**src/rtl/manchester_tx_frame.sv**
```systemverilog
// Manchester frame transmitter: optional turn-on lead and preamble, then DATA_WIDTH
// Manchester-coded data bits, with back-to-back words over a valid/ready handshake.
module manchester_tx_frame #(
  parameter int          DATA_WIDTH      = 8,
  parameter int          HALF_BIT_CYCLES = 1,
  parameter int          PREAMBLE_BITS   = 0,
  parameter logic [15:0] PREAMBLE        = 16'h0000,
  parameter int          LEAD_CYCLES     = 1,
  parameter bit          LSB_FIRST       = 1'b0,
  parameter bit          IEEE_MODE       = 1'b0
) (
  input  logic                  clk2x,
  input  logic                  rst,
  input  logic                  din_valid,
  input  logic [DATA_WIDTH-1:0] din,
  output logic                  din_ready,
  output logic                  dout,
  output logic                  dout_on,
  output logic                  busy,
  output logic                  done
);

  // state  | meaning
  // S_IDLE | line released, waiting for a word
  // S_LEAD | dout_on high, dout low
  // S_PRE  | preamble bits
  // S_DATA | data bits; bit count == DATA_WIDTH is the end/handover slot
  typedef enum logic [1:0] {S_IDLE, S_LEAD, S_PRE, S_DATA} state_t;

  localparam int HW = $clog2(HALF_BIT_CYCLES) + 1;
  localparam int BW = $clog2(DATA_WIDTH + PREAMBLE_BITS) + 1;
  localparam int LW = $clog2(LEAD_CYCLES + 1) + 1;
  localparam logic [HW-1:0] H_LAST = HW'(HALF_BIT_CYCLES - 1);
  localparam logic [BW-1:0] P_LAST = BW'(PREAMBLE_BITS - 1);
  localparam logic [BW-1:0] D_LAST = BW'(DATA_WIDTH - 1);
  localparam logic [BW-1:0] D_END  = BW'(DATA_WIDTH);
  localparam logic [LW-1:0] L_LAST = LW'(LEAD_CYCLES - 1);
  localparam logic [15:0]   PRE_ALIGNED = PREAMBLE << (16 - PREAMBLE_BITS);

  state_t                r_state, w_state_nxt;
  logic [HW-1:0]         r_hcnt, w_hcnt_nxt, w_hcnt;
  logic [BW-1:0]         r_bcnt, w_bcnt_nxt, w_bcnt;
  logic [LW-1:0]         r_lcnt, w_lcnt_nxt;
  logic                  r_half, w_half_nxt, w_half;
  logic [DATA_WIDTH-1:0] r_shift, w_shift_nxt, w_word;
  logic                  r_ready, w_ready_nxt;
  logic                  r_dout, w_dout_nxt;
  logic                  r_on, w_on_nxt;
  logic                  r_busy, w_busy_nxt;
  logic                  r_done, w_done_nxt;
  logic                  w_accept, w_bypass, w_hdone, w_bdone, w_dbit, w_pbit;

  // Registers hold what the line shows now; the state holds the slot shown next edge.
  always_ff @(posedge clk2x or posedge rst) begin
    if (rst) begin
      r_state <= S_IDLE;
      r_hcnt  <= '0;
      r_bcnt  <= '0;
      r_lcnt  <= '0;
      r_half  <= 1'b0;
      r_shift <= '0;
      r_ready <= 1'b0;
      r_dout  <= 1'b0;
      r_on    <= 1'b0;
      r_busy  <= 1'b0;
      r_done  <= 1'b0;
    end else begin
      r_state <= w_state_nxt;
      r_hcnt  <= w_hcnt_nxt;
      r_bcnt  <= w_bcnt_nxt;
      r_lcnt  <= w_lcnt_nxt;
      r_half  <= w_half_nxt;
      r_shift <= w_shift_nxt;
      r_ready <= w_ready_nxt;
      r_dout  <= w_dout_nxt;
      r_on    <= w_on_nxt;
      r_busy  <= w_busy_nxt;
      r_done  <= w_done_nxt;
    end
  end

  // A word taken in the handover slot starts at bit 0, first half, straight from din.
  assign w_accept = din_valid & r_ready;
  assign w_bypass = (r_state == S_DATA) && (r_bcnt == D_END) && w_accept;
  assign w_word   = w_bypass ? din : r_shift;
  assign w_hcnt   = w_bypass ? '0 : r_hcnt;
  assign w_bcnt   = w_bypass ? '0 : r_bcnt;
  assign w_half   = w_bypass ? 1'b0 : r_half;
  assign w_dbit   = LSB_FIRST ? w_word[0] : w_word[DATA_WIDTH-1];
  assign w_pbit   = PRE_ALIGNED[4'(4'd15 - 4'(w_bcnt))];
  assign w_hdone  = (w_hcnt == H_LAST);
  assign w_bdone  = w_hdone & w_half;

  always_comb begin
    w_state_nxt = r_state;
    w_hcnt_nxt  = r_hcnt;
    w_bcnt_nxt  = r_bcnt;
    w_lcnt_nxt  = r_lcnt;
    w_half_nxt  = r_half;
    w_shift_nxt = r_shift;
    w_ready_nxt = r_ready;
    w_dout_nxt  = 1'b0;
    w_on_nxt    = 1'b0;
    w_busy_nxt  = r_busy;
    w_done_nxt  = 1'b0;
    case (r_state)
      S_IDLE: begin
        w_ready_nxt = 1'b1;
        w_busy_nxt  = 1'b0;
        if (w_accept) begin
          w_shift_nxt = din;
          w_ready_nxt = 1'b0;
          w_busy_nxt  = 1'b1;
          w_hcnt_nxt  = '0;
          w_bcnt_nxt  = '0;
          w_lcnt_nxt  = '0;
          w_half_nxt  = 1'b0;
          if (LEAD_CYCLES > 0)        w_state_nxt = S_LEAD;
          else if (PREAMBLE_BITS > 0) w_state_nxt = S_PRE;
          else                        w_state_nxt = S_DATA;
        end
      end
      S_LEAD: begin
        w_on_nxt   = 1'b1;
        w_lcnt_nxt = r_lcnt + LW'(1);
        if (r_lcnt == L_LAST) begin
          w_lcnt_nxt  = '0;
          w_state_nxt = (PREAMBLE_BITS > 0) ? S_PRE : S_DATA;
        end
      end
      S_PRE: begin
        w_on_nxt   = 1'b1;
        w_dout_nxt = w_pbit ^ w_half ^ IEEE_MODE;
        w_hcnt_nxt = w_hdone ? '0 : w_hcnt + HW'(1);
        w_half_nxt = w_hdone ? ~w_half : w_half;
        if (w_bdone) begin
          if (w_bcnt == P_LAST) begin
            w_bcnt_nxt  = '0;
            w_state_nxt = S_DATA;
          end else begin
            w_bcnt_nxt = w_bcnt + BW'(1);
          end
        end
      end
      S_DATA: begin
        if ((r_bcnt == D_END) && !w_accept) begin
          w_done_nxt  = 1'b1;
          w_busy_nxt  = 1'b0;
          w_ready_nxt = 1'b1;
          w_bcnt_nxt  = '0;
          w_state_nxt = S_IDLE;
        end else begin
          w_on_nxt   = 1'b1;
          w_dout_nxt = w_dbit ^ w_half ^ IEEE_MODE;
          w_hcnt_nxt = w_hdone ? '0 : w_hcnt + HW'(1);
          w_half_nxt = w_hdone ? ~w_half : w_half;
          w_bcnt_nxt = w_bcnt;
          if (w_bypass) begin
            w_ready_nxt = 1'b0;
            w_shift_nxt = din;
          end
          if (w_bdone) begin
            w_shift_nxt = LSB_FIRST ? (w_word >> 1) : (w_word << 1);
            w_bcnt_nxt  = w_bcnt + BW'(1);
            if (w_bcnt == D_LAST) w_ready_nxt = 1'b1;
          end
        end
      end
      default: w_state_nxt = S_IDLE;
    endcase
  end

  assign din_ready = r_ready;
  assign dout      = r_dout;
  assign dout_on   = r_on;
  assign busy      = r_busy;
  assign done      = r_done;

endmodule

```
**config.mk**
```make
export PLATFORM = sky130hd
export DESIGN_NAME = manchester_tx_frame
export DESIGN_NICKNAME = d
export VERILOG_FILES = /design/src/rtl/manchester_tx_frame.sv
export SDC_FILE = /design/constraint.sdc
export NUM_CORES = 1
export LEC_CHECK = 0
export CAP_MARGIN = 20
export CORE_ASPECT_RATIO = 1.4
export CORE_MARGIN = 4
export CORE_UTILIZATION = 55
export DETAILED_ROUTE_END_ITERATION = 8
export GPL_ROUTABILITY_DRIVEN = 0
export GPL_TIMING_DRIVEN = 0
export MAX_ROUTING_LAYER = met4
export PLACE_DENSITY = 0.78
export SETUP_SLACK_MARGIN = 0.3
export SYNTH_ARGS = -nofsm -noshare
export SYNTH_HDL_FRONTEND = slang
export SYNTH_SLANG_ARGS = --single-unit
export TNS_END_PERCENT = 100
```
**constraint.sdc**
```tcl
create_clock -name clk2x -period 2.67 [get_ports clk2x]
set_input_delay 0.534 -clock clk2x [delete_from_list [all_inputs] [get_ports clk2x]]
set_output_delay 0.534 -clock clk2x [all_outputs]
set_load 0.02 [all_outputs]
```
==> results.cfg <==
[outcome]
outcome = complete, no violations

[routing]
drt-pass1-iter-count = 4
via_per_inst = 6.064
drc = 0
via_count = 1231
routedWlPerCell_um = 15.95
antenna_left = 0
routed_wl_um = 3237
drt_iter0_drc = 80

[synth]
synth-edff-count = 0
synth_area_um2 = 1379
avgSynthCellArea_um2 = 9.192
synth_cell_type_count = 45
ys_seq_area_share_pct = 39.93
yosysTopAreaCell = dfrtp_1
synth_area_leaders = dfrtp_1 (40%), ha_1 (8.2%), inv_1 (3.8%)
synth_seq_cells = 22
synth_top_area_share_pct = 39.93
netlist_instances = 150
ys_async_sr_fraction_pct = 100.0
yosys_warnings = 0
synthFlopType = dfrtp_1
synth_nets = 170

[clock_network]
clock_path_buffers = 2
clk_pin_slew_ps = 130
insertion_delay_ps = 320
root_buffer = clkbuf_4
cts_tree = done
cts_buffers = 3
cts_setup_buffers = 0
ctsHtreeMaxLevel = 1
hold_buffers = 0
cts_resized = 0
cts.sinks = 22

[worst_setup_path]
r2r_cells = 7
rrSetupSlack_ps = 550
cp_common_cell = a21oi_1
crit_arrival_ps = 2390
end_kind = flop
cp.buffers_inverters = 2
worstPathMaxFanout = 8
r2r_end = r_shift[2]
cpMaxStageDelayCell = a21oi_1
timing.rr.start = r_state[0]
worst_path_largest_cell_delay_ps = 490
crit_family = compound AO/OA/AOI/OAI gates
worstPathCellList = inv_1 > ha_1 > clkbuf_1 > a21oi_1 > a21oi_1 > o22a_1 > o21a_1
crit_type = reg -> reg
cp.required_ps = 2940
worstSetupStartpointType = flop

[global_route]
grt_max_degree = 23
antenna_found_initial = 0
grt_usage_pct = 21.88
grt_overflow = 0
grt_pass1_wl_um = 5520
grt_pass1_vias = 1242

[timing]
worstMarginPinSlew_ps = 821.5
period_needed_ps = 2123
slew_violations = 0
finalSetupViolations = 0
hold_ws_ps = 513.6
rsz0062_at_grt = false
final_hold_viol_count = 0
fin_ws_ps = 546.8
clock.fmax_mhz = 471.0
tns_ps = 0
clock_skew_ps = 4.700
post-route-period-util_pct = 79.52
slew_headroom_pct = 45.17

[floorplan]
die_area_um2 = 3383
die_w_um = 50.32
io_pins = 16
core_um2 = 2391
rows = 21
start_util_pct = 57.67
chipHeight_um = 67.24

[finish]
syn_to_final_growth_pct = 16.61
n_antenna_cell = 0
final_cells = 203
post_route_cells_drive_above_1_share_pct = 9.467
layout_common_cells = dfrtp_1 (22), clkdlybuf4s50_1 (15), inv_1 (14)
finalNetCount = 190
final_common_cell = dfrtp_1
finalInstanceArea_um2 = 1608

[run]
drv_cap = 0

[placement]
dp_cells = 199
place_ws_ps = 356.8
numPortBuffers = 15
postPlaceCellArea_um2 = 1572
dp_hpwl_um = 2395

[min_path]
hold_end = r_shift[1]
hold_depth = 1
hold_class = reg -> reg
hold_start = r_shift[1]

[pwr]
p_leak_nw = 0.6999
ir_drop_v = 0.0006858
power.density_nw_per_um2 = 1214
-- synth_stat cells, types with 2 or more instances --
library cell   n
a21oi_1       10
a31oi_1        5
a32o_1         2
clkbuf_1       5
dfrtp_1       22
ha_1           9
inv_1         14
mux2_2         2
nand2_1        9
nand2b_1       2
nand3_1        6
nor2_1        10
nor3_1         3
o21a_1         6
o21ai_0       10
o221ai_1       2
o22a_1         5
-- power by group --
group          internal [mW]  total [mW]  switching [mW]
registers              0.475       0.578           0.103
clock network         0.0835       0.194           0.110
logic                  0.499        1.18           0.681
-- state kept, by name (all words and copies together), names as in the netlist --
signal,cells
r_lcnt,2
busy,1
r_bcnt,4
din_ready,1
r_half,1
dout_on,1
dout,1
done,1
r_shift,8
r_state,2
-- worst reg2reg max path, stage by stage, from the launching register on --
cell	delay, ps
dfrtp_1	410
inv_1	110
ha_1	280
clkbuf_1	320
a21oi_1	130
a21oi_1	490
o22a_1	220
o21a_1	110
-- worst max-delay path by stage --
| stage | from | endpoint | slack, ps | cells past startpoint |
|---|---|---|---|---|
| 4_1_cts | r_state[0] | r_shift[2] | 530 | 7 |
| 5_1_grt | r_state[0] | r_shift[3] | 370 | 7 |
| 6_report | r_state[0] | r_shift[2] | 550 | 7 |
| 2_1_floorplan | r_state[0] | r_shift[1] | 820 | 8 |
| 3_5_place_dp | din_valid | r_state[1] | 360 | 6 |
| 3_3_place_gp | din_valid | r_state[1] | 420 | 6 |
-- layer usage --
metal	GRT usage [%]	share of wire (%)	wire length, um
met5	-	0	0
met4	11.11	1.8	58
met3	2.870	5.0	161
met2	40.03	53	1707
met1	22.86	40	1310
-- metrics by stage --
stage / power, mW / utilization [%]
after detailed placement: 1.751 / 65.72
after global placement: 1.702 / 65.72
after floorplan: 1.443 / -
final: 1.952 / 67.24
after global routing: 2.118 / 67.24
after CTS: 1.941 / 67.24
-- layout make-up --
cell class              count  area (um2)
clock buffers               4       36.28
flip-flops and latches     22       550.5
well taps                  34       42.54
inverters                  14       52.55
multi-input cells         106       733.2
plain buffers               8       42.54
repair buffers             15       150.1
fillers                   196       783.3
-- logic make-up after synthesis --
| logic type | Yosys count | share of synthesized area, % |
|---|---|---|
| buffers and inverters | 22 | 6.896 |
| muxes | 3 | 2.359 |
| and+or+nand+nor | 43 | 17.52 |
| adders and majority gates | 9 | 8.167 |
| AOI/OAI and AO/OA | 51 | 25.14 |
| DFF | 22 | 39.93 |
Power figures use the tool's default switching activity.
